===== src/rtl/alu_mc.sv =====
// rtl/alu_mc.sv - multi-cycle ALU with registered valid/ready result stage
// Optional iterative shift-add multiplier compiled in when ALU_MUL_EN is defined.
module alu_mc #(
  parameter int WIDTH = 16
) (
  input  logic             clk,
  input  logic             rst,
  input  logic             in_valid,
  output logic             in_ready,
  input  logic [3:0]       op,
  input  logic [WIDTH-1:0] A,
  input  logic [WIDTH-1:0] B,
  output logic             out_valid,
  input  logic             out_ready,
  output logic [WIDTH-1:0] Out,
  output logic             Ofl,
  output logic             Z,
  output logic             N,
  output logic             err
);
  localparam int SHW = $clog2(WIDTH);
  localparam logic [SHW:0] W_AMT = (SHW+1)'(WIDTH);

  logic [SHW-1:0]   shamt;
  logic [WIDTH:0]   sum_ext;
  logic [WIDTH-1:0] diff, rol, ror, btr;
  logic             add_ofl, sub_ofl, slt;
  logic [WIDTH-1:0] res;
  logic             res_ofl, res_err;
  logic             accept;
  logic             load_en, load_ofl, load_err;
  logic [WIDTH-1:0] load_res;

  logic [WIDTH-1:0] out_q;
  logic             ofl_q, err_q, out_valid_q;

  assign shamt   = B[SHW-1:0];
  assign sum_ext = {1'b0, A} + {1'b0, B};
  assign diff    = A + ~B + WIDTH'(1);
  assign add_ofl = (A[WIDTH-1] == B[WIDTH-1]) && (sum_ext[WIDTH-1] != A[WIDTH-1]);
  assign sub_ofl = (A[WIDTH-1] != B[WIDTH-1]) && (diff[WIDTH-1] != A[WIDTH-1]);
  // Sign of A-B corrected by overflow gives a full-range signed compare.
  assign slt     = diff[WIDTH-1] ^ sub_ofl;
  assign rol     = (A << shamt) | (A >> (W_AMT - {1'b0, shamt}));
  assign ror     = (A >> shamt) | (A << (W_AMT - {1'b0, shamt}));

  always_comb begin
    btr = '0;
    for (int i = 0; i < WIDTH; i++) btr[i] = A[WIDTH-1-i];
  end

  always_comb begin
    res     = '0;
    res_ofl = 1'b0;
    res_err = 1'b0;
    case (op)
      4'd0:  begin res = sum_ext[WIDTH-1:0]; res_ofl = add_ofl; end
      4'd1:  begin res = diff; res_ofl = sub_ofl; end
      4'd2:  res = A ^ B;
      4'd3:  res = A & ~B;
      4'd4:  res = rol;
      4'd5:  res = A << shamt;
      4'd6:  res = ror;
      4'd7:  res = A >> shamt;
      4'd8:  res = {{(WIDTH-1){1'b0}}, (A == B)};
      4'd9:  res = {{(WIDTH-1){1'b0}}, slt};
      4'd10: res = {{(WIDTH-1){1'b0}}, (slt | (A == B))};
      4'd11: res = {{(WIDTH-1){1'b0}}, sum_ext[WIDTH]};
      4'd12: res = btr;
      default: res_err = 1'b1;
    endcase
  end

  assign accept = in_valid && in_ready;

`ifdef ALU_MUL_EN
  typedef enum logic {S_IDLE, S_MUL} state_t;
  state_t           state_q, state_d;
  logic [WIDTH-1:0] acc_q, mcand_q, mplier_q, acc_next;
  logic [SHW:0]     cnt_q;
  logic             mul_start, mul_done;

  assign acc_next  = mplier_q[0] ? acc_q + mcand_q : acc_q;
  assign mul_start = accept && (op == 4'd13);
  assign mul_done  = (state_q == S_MUL) && (cnt_q == (SHW+1)'(WIDTH-1));
  assign in_ready  = (state_q == S_IDLE) && (!out_valid_q || out_ready);

  always_comb begin
    state_d = state_q;
    case (state_q)
      S_IDLE: if (mul_start) state_d = S_MUL;
      S_MUL:  if (mul_done)  state_d = S_IDLE;
    endcase
  end

  always_ff @(posedge clk) begin
    if (rst) begin
      state_q  <= S_IDLE;
      acc_q    <= '0;
      mcand_q  <= '0;
      mplier_q <= '0;
      cnt_q    <= '0;
    end else begin
      state_q <= state_d;
      if (mul_start) begin
        acc_q    <= '0;
        mcand_q  <= A;
        mplier_q <= B;
        cnt_q    <= '0;
      end else if (state_q == S_MUL) begin
        acc_q    <= acc_next;
        mcand_q  <= mcand_q << 1;
        mplier_q <= mplier_q >> 1;
        cnt_q    <= cnt_q + (SHW+1)'(1);
      end
    end
  end

  // The final partial product is folded in on the completion edge.
  assign load_en  = (accept && (op != 4'd13)) || mul_done;
  assign load_res = mul_done ? acc_next : res;
  assign load_ofl = mul_done ? 1'b0 : res_ofl;
  assign load_err = mul_done ? 1'b0 : res_err;
`else
  assign in_ready = !out_valid_q || out_ready;
  assign load_en  = accept;
  assign load_res = res;
  assign load_ofl = res_ofl;
  assign load_err = res_err;
`endif

  always_ff @(posedge clk) begin
    if (rst) begin
      out_q       <= '0;
      ofl_q       <= 1'b0;
      err_q       <= 1'b0;
      out_valid_q <= 1'b0;
    end else if (load_en) begin
      out_q       <= load_res;
      ofl_q       <= load_ofl;
      err_q       <= load_err;
      out_valid_q <= 1'b1;
    end else if (out_ready) begin
      out_valid_q <= 1'b0;
    end
  end

  assign out_valid = out_valid_q;
  assign Out       = out_q;
  assign Ofl       = ofl_q;
  assign err       = err_q;
  assign Z         = (out_q == '0);
  assign N         = out_q[WIDTH-1];
endmodule

===== config.mk =====
export PLATFORM = sky130hd
export DESIGN_NAME = alu_mc
export DESIGN_NICKNAME = d
export VERILOG_FILES = /design/src/rtl/alu_mc.sv
export SDC_FILE = /design/constraint.sdc
export NUM_CORES = 1
export LEC_CHECK = 0
export BUFFER_PORTS_ARGS = -buffer_cell sky130_fd_sc_hd__clkbuf_2
export CORE_UTILIZATION = 34
export DETAILED_ROUTE_END_ITERATION = 12
export SLEW_MARGIN = 25
export SYNTH_ARGS = -nofsm -noshare
export SYNTH_HDL_FRONTEND = slang
export SYNTH_SLANG_ARGS = --single-unit

===== constraint.sdc =====
create_clock -name clk -period 9.1 [get_ports clk]
set_input_delay 1.82 -clock clk [delete_from_list [all_inputs] [get_ports clk]]
set_output_delay 1.82 -clock clk [all_outputs]
set_load 0.01 [all_outputs]

==> results of run 1 <==
==> cells by family (layout without fill, tap and decap cells) <==
group	count (synthesis)	after routing	share of synthesized area, %
multiplexers	84	84	20.9
buffers and inverters	119	118	8.64
adder cells (fa/ha/maj)	37	37	8.16
XOR/XNOR	23	23	3.38
AND/OR/NAND/NOR	276	276	22.3
other	0	1	0
flip-flops	19	19	6.39
AO/OA/AOI/OAI	262	262	30.2
==> state kept, by name, summed over array words and instances, names as in the netlist <==
register	flops
Ofl	1
err	1
Out	16
out_valid	1
==> final cells by class <==
class	instances	area (sq um)	share of cell area [%]
multi-input combinational	682	5070	79.6
timing repair buffer	74	405	6.36
sequential	19	380	5.97
tap	225	282	4.42
inverter	40	150	2.36
clock buffer	4	78.8	1.24
antenna	1	2.50	0.0393
==> metal layers <==
layer / wire length, microns / global-route usage (%) / vias up
met2: 11300 / 43.4 / 536
met1: 11200 / 40.6 / 3368
li1: - / - / 3100
met3: 3130 / 6.01 / 83
met4: 1360 / 13.7 / 0
met5: 0 / 0 / -
==> worst max-delay path by stage <==
stage,start,end,slack (ps),cells past startpoint
finish,B[2],Out[15],2700,14
global route,B[2],Out[15],2450,15
CTS,B[2],Out[15],2840,15
detailed placement,B[2],Out[15],2590,15
global placement,B[2],Out[15],2760,15
floorplan,B[3],Out[15],3710,16
==> cells in the final DEF (no fill, tap or decap), types with 14 or more instances in the layout <==
cell,n
mux2i_1,33
xnor2_1,16
o211ai_1,14
ha_1,34
nand2_1,72
buf_4,14
nor2_1,86
a211oi_1,16
a21oi_1,70
o21ai_0,39
nand3_1,16
nor3_1,22
mux4_2,30
mux2_2,20
dfxtp_1,19
inv_1,36
clkbuf_2,60
==> worst min-delay path, cell delays in order (launching register included) <==
cell     delay (ps)
dfxtp_1         310
a21oi_1         110
nor3_1           50
==> per-stage QoR <==
step / std cells / power [mW] / hold WS, ps / worst slack, ps
after floorplan: 820 / 0.359 / 499 / 3710
after global placement: 1040 / 0.472 / 500 / 2760
after detailed placement: 1040 / 0.471 / 497 / 2590
after CTS: 1044 / 0.567 / 516 / 2840
after global routing: 1044 / 0.609 / 530 / 2450
final: 1045 / 0.579 / 511 / 2700
==> report_power, final <==
part	internal [mW]	leakage, nW	switching [mW]	total [mW]
Combinational	0.143	2.25	0.249	0.392
Sequential	0.0876	0.155	0.00509	0.0927
Clock	0.0598	0.0382	0.0354	0.0952
Total	0.290	2.44	0.289	0.579
==> results summary, run 1 <==
The run finished with clean final reports. In this run the most critical hold path is launched from err. The floorplan step defined a core boundary enclosing 0.0172 sq mm. The critical path in this run is classified as input port to flip-flop. The number of buffer cells added on primary ports came out at 61. The first routing iteration left about 1100 violations. The Yosys warning count is 0. The reported max-cap violation count is 0. The number of buffers added by the clock tree synthesis step is 3. The utilization after layout came out at between 30 and 40%. The power per unit of standard cell area is 91.0 mW/mm^2. During I/O placement, the number of pins put on the boundary was between 60 and 70. The fraction of registers with async set/reset is 0%. For this run, the top clock speed supported by timing is approximately 160 MHz. The number of cells traversed by the worst hold path is 2. The die covers 0.0180 sq mm. The number of enable-type register cells in the synthesized netlist is 0.

The die span in y is between 100 and 150 microns. After synthesis, the mean cell area works out to 7.26 sq um. The capturing point of the worst reg2reg path is Out[13]. The number of DRC violations after detailed routing came out at 0.

The signed area change from the synthesized netlist to the final layout is 7.02%. The initial core utilization is around a third. The synthesized netlist occupies a cell area of 0.00595 sq mm. The worst setup path is launched from an input port. The routed via count is 7087. Sorting the synthesized cells by how often they occur yields nor2_1, nand2_1, a21oi_1. The signal on the critical path passes through clkbuf_2 -> clkinv_1 -> ha_1 -> a31oi_1 -> o211a_1 -> o211ai_1 -> a21o_1 -> a21oi_1 -> fa_1 -> o2bb2ai_1 -> a222oi_1 -> o2111ai_1 -> o41ai_1 -> o211ai_1. The clock tree from TritonCTS is yes.

For this run, the register share of the synthesized area comes to 6.39%. After layout, the minimum clock period comes to approximately 6400 ps. The biggest fanout along the worst timing path came out at 37.

After synthesis, the largest area contributor takes up 11.4% of total cell area. The number of antenna violations at the first check in global routing is 0. The final-stage net count came out at between 800 and 900. The total detailed-routing wirelength came out at between 20 and 30 mm.

Using the TritonRoute via totals, the vias-per-cell ratio works out to 6.78. In this run the critical register-to-register path is launched from out_valid. In this run the number of H-tree levels came out at 1. Entering global routing, the biggest net connects between 50 and 60 pins. Of the available clock period, the critical path in the final layout requires 70.3%. Once layout is done, the placed cells without fillers occupy between 0.006 and 0.007 sq mm. Setup repair after global routing left no endpoint under its margin.

Across every metal layer, demand over resource in global routing totals roughly 29%. The last weighted congestion value of the routability-driven placer is roughly 1.1. The number of clock sinks is 19. The number of iterations in the first detailed-routing pass came out at 6. The number of failing hold endpoints at the final stage came to 0. The synthesized instance count came out at about 800. The max-slew headroom at the worst pin came out at between 20% and 30%. The global-route congestion overflow total came out at 0. The final setup skew came out at approximately 4.4 ps. The pin slew with the least headroom to its limit is 1140 ps. The net count after synthesis came out at around 900. The first-pass GRT wire length came out at between 40 and 50 mm. Data on the critical path arrives at its endpoint at ~6500 ps. The number of filler cells placed in the layout came out at ~1900. The number of nets with antenna violations after routing is 0. The x dimension of the die came out at roughly 130 microns. The most used flip-flop cell after synthesis is dfxtp_1. The post-route netlist has 18.2% of its cells at a drive strength greater than 1. The highest cell delay on the worst timing path came out at around 700 ps. Yosys mapped the design onto 81 distinct sky130hd cell types. The clock tree buffer depth is 2. The highest ir drop seen on vdd came out at 50.0 uV.

After detailed routing, the average wire length per cell comes to about 26 microns. The insertion delay to the later sink of the worst-skew pair is roughly 260 ps. The hold path endpoint is err. The leakage power summed over all cells came out at around 2.4 nW. The clock edge transition at the registers on the reported setup and hold paths is approximately 60 ps. The setup fix buffers added after clock tree synthesis came out at 0. The worst setup path is captured at a flip-flop. Measured in cells, the most critical reg-to-reg path has a length of 8. The combined buffer and inverter count along the critical path came out at 2. The number of max-slew violations in the final report is 0. The floorplan has 48 rows. The master of the slowest instance on the critical path is clkinv_1. The kind of cell with the highest combined delay along the critical path is compound AO/OA/AOI/OAI gates. The number of global-route vias before repair came out at 6481. Yosys instantiated no cell more often than nor2_1. The data required time of the critical path came out at between 9000 and 10000 ps. Summed over all instances, the cell type with the most area after synthesis is mux4_2. The path class of the tightest hold or removal check is flip-flop to flip-flop. The post-detailed-placement cell area is between 0.006 and 0.007 sq mm. After legalization and detailed placement, the total HPWL measured 20.0 mm. The clock root buffer master is clkbuf_16. By instance count, the cell type seen most on the critical path is o211ai_1.

The number of buffers added to fix hold violations after cts is 0. The total setup violations reported at the end of the flow is 0. Ranked by total cell area, the synthesized netlist is headed by mux4_2, ha_1, dfxtp_1. In this run the register-to-register setup slack is 6650 ps. The register bit total from synthesis is 19. The post-cts gate resize count is 0. The summed negative setup slack over all endpoints came out at 0 ps.
Power figures use the tool's default switching activity.
==> inputs of run 2 (changes only) <==
==> constraint.sdc (replaced) <==
create_clock -name clk -period 5.9 [get_ports clk]
set_input_delay 1.18 -clock clk [delete_from_list [all_inputs] [get_ports clk]]
set_output_delay 1.18 -clock clk [all_outputs]
set_load 0.01 [all_outputs]
==> run 2 against run 1 <==
  * Sequential power rose by 54%
  * Largest power group unchanged
  * Clock power grew 52%
  * First-iteration DRC count is 5.0% higher
==> results summary, run 2 (synthesis gave the netlist of run 1 again) <==
Setup repair after global routing left no endpoint under its margin. The total setup violations reported at the end of the flow was 0 (unchanged). The number of iterations in the first detailed-routing pass came out at 8 (+2).

The worst min-delay path class is flip-flop to flip-flop. The tree is rooted in a clkbuf_16. The fraction of power spent switching nets is 50.8% (+0.88 points). The final critical-path required period is between 4000 and 5000 ps. The die span in y is 134 microns (unchanged). The sequential share of power is 15.6% (-0.4 points). The power after layout came to 916 uW (+58%). The number of filler cells placed in the layout is 1870 (-2.8%). The placement-stage worst setup slack is 924 ps (-1670 ps). The number of max-slew violations in the final report is 0 (unchanged). The power per unit of standard cell area is 142 mW/mm^2 (+57%).

The flip-flop count of the largest register, all copies and words added is 16 (unchanged). The number of nets with antenna violations after routing was 0 (unchanged). The biggest fanout along the worst timing path is 16 (-57%). The pin count of the biggest net entering global routing came out at 64 (+8.5%). The number of clock sinks came out at 19 (unchanged).

The number of buffer cells added on primary ports came to 61 (unchanged). Leaving out fill and tap cells, the most frequent cell in the layout is nor2_1. The worst hold slack across all endpoints is 515 ps (+3.98 ps). The internal power consumption came out at 450 uW (+55%). The run finished with clean final reports. The global-route congestion overflow total is 0 (unchanged). The maximum level of the CTS H-tree came to 1 (unchanged). The total detailed-routing wirelength was 28.3 mm (+5.0%). The number of antenna violations at the first check in global routing is 0 (unchanged). The highest metal layer carrying signal wires in the routed design is met4.

The clock tree buffer depth came out at 2 (unchanged). The wire length per cell is 26.9 microns (+4.4%). The clock tree from TritonCTS is yes. For this run, the top clock speed supported by timing is 208 MHz. The number of global-route vias before repair is 6311 (-2.6%).

The last weighted congestion value of the routability-driven placer is 1.08 (-1.3%). The footprint of the multi-input gates is 0.00508 sq mm (about the same). The data required time of the critical path came to 6020 ps (-3200 ps).

The utilization after layout came to 37.4% (+0.33 points). The total routing resource utilization after global routing is 31.1% (+1.8 points). The critical path arrival came out at 4930 ps (-1590 ps). The initial core utilization came out at 34.7% (unchanged).

The reported max-cap violation count is 0 (unchanged). The reported net switching power is 465 uW (+61%). The total number of placement rows came out at 48 (unchanged).

The insertion delay to the later sink of the worst-skew pair came out at 250 ps (about the same). The final-stage net count is 904 (+0.78%). The clock edge transition at the registers on the reported setup and hold paths is 60 ps (about the same). STA classifies the critical path endpoint as a flip-flop. The diode insertion count for antenna repair came out at 0 (-1). The total core area is 0.0172 sq mm (unchanged). The summed negative setup slack over all endpoints is 0 ps (unchanged).

The max-slew headroom at the worst pin was 30.8% (+6.7 points). The post-cts gate resize count came out at 0 (unchanged). The sequential standard cell area is 380 sq um (unchanged). The setup fix buffers added after clock tree synthesis was 0 (unchanged).

The signed area change from the synthesized netlist to the final layout is 7.97%. The met3 routed wirelength was 3.46 mm (+11%). The first-pass GRT wire length is 41.8 mm (+4.2%). The relative contribution of combinational cells to total power is 68.5% (+0.9 points). The x dimension of the die is 134 microns (unchanged).

The sum of met2 wire segment lengths after detailed routing came to 11.6 mm (+2.9%). The clock share of power came out at 15.9% (-0.5 points). The share of layout cells above drive strength 1 is 19.1% (+0.94 points). The final setup skew came out at 1.74 ps (-2.70 ps). The worst setup path is of the input port to flip-flop kind. The pin slew with the least headroom to its limit was 1040 ps (-102 ps).

The routed via count is 7106 (+0.27%). The number of buffers added to fix hold violations after cts is 0 (unchanged). The worst setup path is launched from an input port. After layout, the worst path uses 81.5% of the clock period. The highest ir drop seen on vdd was 128 uV (+160%). The full die area is 0.0180 sq mm (unchanged). The number of top-level pins came out at 62 (unchanged). The HPWL reported at the end of detailed placement came out at 21.6 mm (+8.3%). The number of failing hold endpoints at the final stage is 0 (unchanged). The leakage power summed over all cells came out at 2.48 nW (+1.6%). The detailed-route wire length on metal 1 is 11.7 mm (+5.3%).

Leaving out fill and tap cells, the most frequent cells in the layout are nor2_1, nand2_1, a21oi_1, clkbuf_2, o21ai_0. The starting DRC count in detailed routing came to 1149 (+5.0%). The worst setup slack after layout is 1090 ps (-1610 ps). The via count normalized by instance count is 6.76 (-0.30%). The number of DRC violations after detailed routing came out at 0 (unchanged). The number of buffers added by the clock tree synthesis step is 3 (unchanged).
[run 2: cell count changes in the layout (fill, tap and decap cells not counted), sizes merged]
cell / change
diode: -1
clkinv: +1
buf: +7
clkbuf: -1
[run 2: layer usage]
metal  vias to the layer above  GRT usage, %
met3                        84          7.03
li1                       3116             -
met1                      3358          44.6
met2                       548          43.8
met5                         -             0
met4                         0          14.3
[run 2: worst max-delay path: stages]
cell and delay [ps]:
clkbuf_2 220, ha_1 580, nand2_1 180, or2_2 340, o211a_1 180, o211ai_1 350, a21o_1 180, a21oi_1 80
fa_1 550, o2bb2ai_1 70, a222oi_1 320, o2111ai_1 180, o41ai_1 400, o211ai_1 140
[run 2: area by class of cell]
type | count | area share (%)
clock buffer | 3 | 1.17
clock inverter | 1 | 0.0779
inverter | 40 | 2.34
multi-input combinational | 682 | 79.0
sequential | 19 | 5.92
tap | 225 | 4.38
timing repair buffer | 81 | 7.13
[run 2: worst paths after layout]
path / startpoint / to / slack, ps / cells after the start
setup / recovery: A[6] / Out[15] / 1090 / 14
hold / removal: err / err / 520 / 2
setup reg to reg: out_valid / Out[7] / 3330 / 7
hold reg to reg: err / err / 520 / 2
[run 2: metrics by stage]
| stage | std cells | area (sq um) |
|---|---|---|
| final | 1051 | 6430 |
| after global routing | 1051 | 6430 |
| after CTS | 1051 | 6430 |
| after detailed placement | 1047 | 6350 |
| after global placement | 1047 | 6340 |
| after floorplan | 820 | 5950 |
[run 2: power by group through the flow]
stage / Clock, mW / Combinational (mW) / Sequential, mW
after global routing: 0.153 / 0.659 / 0.144
after detailed placement: 0 / 0.599 / 0.145
after global placement: 0 / 0.611 / 0.145
after CTS: 0.145 / 0.602 / 0.143
final: 0.145 / 0.628 / 0.143
after floorplan: 0 / 0.407 / 0.146
==> inputs of run 3 (changes only) <==
==> constraint.sdc (replaced) <==
create_clock -name clk -period 4.46 [get_ports clk]
set_input_delay 0.892 -clock clk [delete_from_list [all_inputs] [get_ports clk]]
set_output_delay 0.892 -clock clk [all_outputs]
set_load 0.01 [all_outputs]
==> run 3 against run 2 <==
  * Register-to-register slack lost 1500 ps
  * Count of clock-buffer cells in the layout is the same
  * Sequential share of layout area is 0.25 points lower
  * First-iteration DRC count fell by 6.7%
  * Sequential cell count did not move
  * Clock power grew 34%
  * Global-route usage increased by 0.90 points
  * Critical endpoint unchanged
  * Highest routed layer unchanged
  * Clock skew rose by 1.6 ps
==> results summary, run 3 (synthesis gave the netlist of run 1 again) <==
The run finished with clean final reports. The maximum level of the CTS H-tree is 1 (unchanged). The final setup skew is 3.36 ps (+1.62 ps).

The data required time of the critical path came out at 4580 ps (-1440 ps). The most common cell after layout, fill and taps aside is nor2_1. The internal power consumption is 625 uW (+39%). The starting DRC count in detailed routing was 1072 (-6.7%).

The highest cell delay on the worst timing path is 440 ps (-140 ps). The clock share of power was 15.5% (-0.4 points). The leakage power summed over all cells is 2.66 nW (+7.2%).

The first-pass GRT wire length is 43.2 mm (+3.5%). The number of max-slew violations in the final report came to 0 (unchanged). The category of the worst setup path launch point is an input port. The clock tree buffer depth is 2 (unchanged).

The flip-flop count of the largest register, all copies and words added is 16 (unchanged). The relative contribution of combinational cells to total power is 69.3% (+0.8 points). The combined buffer and inverter count along the critical path was 2 (+1).

The wire length per cell is 26.6 microns (-1.2%). The reported net switching power is 623 uW (+34%). The diode insertion count for antenna repair is 0 (unchanged).

The setup path with the least slack is of type input port to flip-flop. The fraction of power spent switching nets is 49.9% (-0.90 points). The power per unit of standard cell area is 186 mW/mm^2 (+31%). The pin count of the biggest net entering global routing came out at 50 (-22%). The reported max-cap violation count is 0 (unchanged). The number of clock sinks was 19 (unchanged). The worst setup path is captured at a flip-flop.

The via count normalized by instance count is 6.64 (-1.7%). The signal on the critical path passes through clkbuf_2 -> clkinv_1 -> ha_1 -> a21o_1 -> a31oi_2 -> o211a_1 -> o211ai_1 -> a21o_1 -> a21oi_1 -> fa_1 -> o2bb2ai_1 -> a222oi_1 -> o2111ai_1 -> o41ai_1 -> o211ai_1. The final standard cell count with taps included and fillers excluded is 1088 (+3.5%). The number of buffers added by the clock tree synthesis step was 3 (unchanged).

The pin slew with the least headroom to its limit is 773 ps (-262 ps). The number of cells traversed by the worst hold path is 2 (unchanged). The final-stage net count is 941 (+4.1%). The hold path endpoint is Out[2]. The total core area came out at 0.0172 sq mm (unchanged). TritonCTS built the clock tree. The sequential share of power came to 15.1% (-0.5 points). The number of buffer cells added on primary ports came out at 61 (unchanged).

The number of iterations in the first detailed-routing pass was 8 (unchanged). The depth of the worst register-to-register path is 7 (unchanged). The final worst-path cycle share came out at 94.7%. The tree is rooted in a clkbuf_16. The global-route congestion overflow total came out at 0 (unchanged).

The number of global-route vias before repair is 6700 (+6.2%). The HPWL reported at the end of detailed placement is 22.1 mm (+2.0%). Setup repair after global routing left no endpoint under its margin. Timing would allow up to between 200 and 250 MHz. The cell family with the largest share of critical-path delay is compound AO/OA/AOI/OAI gates. The critical path arrival came to 4350 ps (-580 ps). The summed negative setup slack over all endpoints is 0 ps (unchanged). The last weighted congestion value of the routability-driven placer came out at 1.07 (-0.87%). The number of nets with antenna violations after routing was 0 (unchanged). The max-slew headroom at the worst pin is 47.2% (+16 points). The biggest fanout along the worst timing path came out at 4 (-12). The total number of placement rows was 48 (unchanged). The capturing point of the worst reg2reg path is Out[7]. The total setup violations reported at the end of the flow is 0 (unchanged).

The top cell types in the final layout, fill and taps aside, are nor2_1, nand2_1, a21oi_1, clkbuf_2, buf_4. The number of antenna violations at the first check in global routing came out at 0 (unchanged). The worst hold path begins at Out[2]. The highest ir drop seen on vdd is 199 uV (+56%). The total detailed-routing wirelength came out at 28.9 mm (+2.3%). The slowest stage of the critical path is the o41ai_1 cell. The worst min-delay path class is flip-flop to flip-flop.

The number of top-level pins is 62 (unchanged). The final critical-path required period is between 4000 and 5000 ps. The x dimension of the die is 134 microns (unchanged). The share of layout cells above drive strength 1 is 22.5% (+3.4 points).

The initial core utilization is 34.7% (unchanged). The setup fix buffers added after clock tree synthesis came out at 0 (unchanged). The insertion delay to the later sink of the worst-skew pair came out at 260 ps (about the same). The startpoint identified for the worst register-to-register timing path is out_valid.

The number of DRC violations after detailed routing is 0 (unchanged). The die span in y was 134 microns (unchanged). The signed area change from the synthesized netlist to the final layout is 12.7%.

The routed via count came out at 7229 (+1.7%). The instance count after placement with tap cells included came to 1084 (+3.5%). The full die area came out at 0.0180 sq mm (unchanged). The total routing resource utilization after global routing is 32.0% (+0.90 points). The number of failing hold endpoints at the final stage is 0 (unchanged).

The reg2reg setup slack came out at 1830 ps (-1500 ps). The clock edge transition at the registers on the reported setup and hold paths came out at 60 ps (about the same).
-- run 3: worst max path at each step --
stage | from | to | cells past startpoint
after floorplan | B[3] | Out[15] | 16
final | B[2] | Out[15] | 15
after global placement | B[2] | Out[15] | 15
after CTS | B[2] | Out[15] | 15
after detailed placement | B[2] | Out[15] | 15
after global routing | B[2] | Out[15] | 15
-- run 3: area by class of cell --
type,count,area (sq um)
Sequential cell,19,380
Clock inverter,1,5.00
Tap cell,225,282
Clock buffer,3,75.1
Multi-Input combinational cell,682,5080
Timing Repair Buffer,118,736
Inverter,40,150
Fill cell,1838,10500
-- run 3: layer usage --
metal  share of wire, %  track usage [%]  vias to the layer above
met5                  0                0                        -
met4                4.6             12.9                        0
met3                 13             8.09                      101
met2                 42             47.4                      523
met1                 41             44.0                     3413
li1                   -                -                     3192
-- run 3: worst reg2reg max path: stages, from the launching register on --
cell	delay, ps
dfxtp_1	310
nand2b_1	180
nand2_1	440
nand2_1	270
o21ai_0	150
a211o_1	240
a2111oi_0	700
a311oi_1	190
-- run 3: power by group through the flow --
stage	combinational [mW]	clock [mW]	sequential [mW]
2_1_floorplan	0.539	0	0.193
3_3_place_gp	0.833	0	0.192
3_5_place_dp	0.831	0	0.192
4_1_cts	0.835	0.191	0.188
5_1_grt	0.918	0.197	0.190
6_report	0.865	0.194	0.189
-- run 3: what timing repair did --
action                     CTS  global route
hold buffers                 0             0
gates resized for setup      0             1
setup endpoints to repair    0             1
-- run 3: metrics by stage --
stage	instance area, sq um	setup WS (ps)	hold WS [ps]	power, mW	utilization, %
floorplan	5950	104	499	0.732	-
global placement	6610	200	494	1.03	38.5
detailed placement	6620	73.8	494	1.02	38.6
CTS	6700	313	504	1.21	39.0
global route	6710	165	537	1.30	39.1
finish	6710	237	503	1.25	39.1
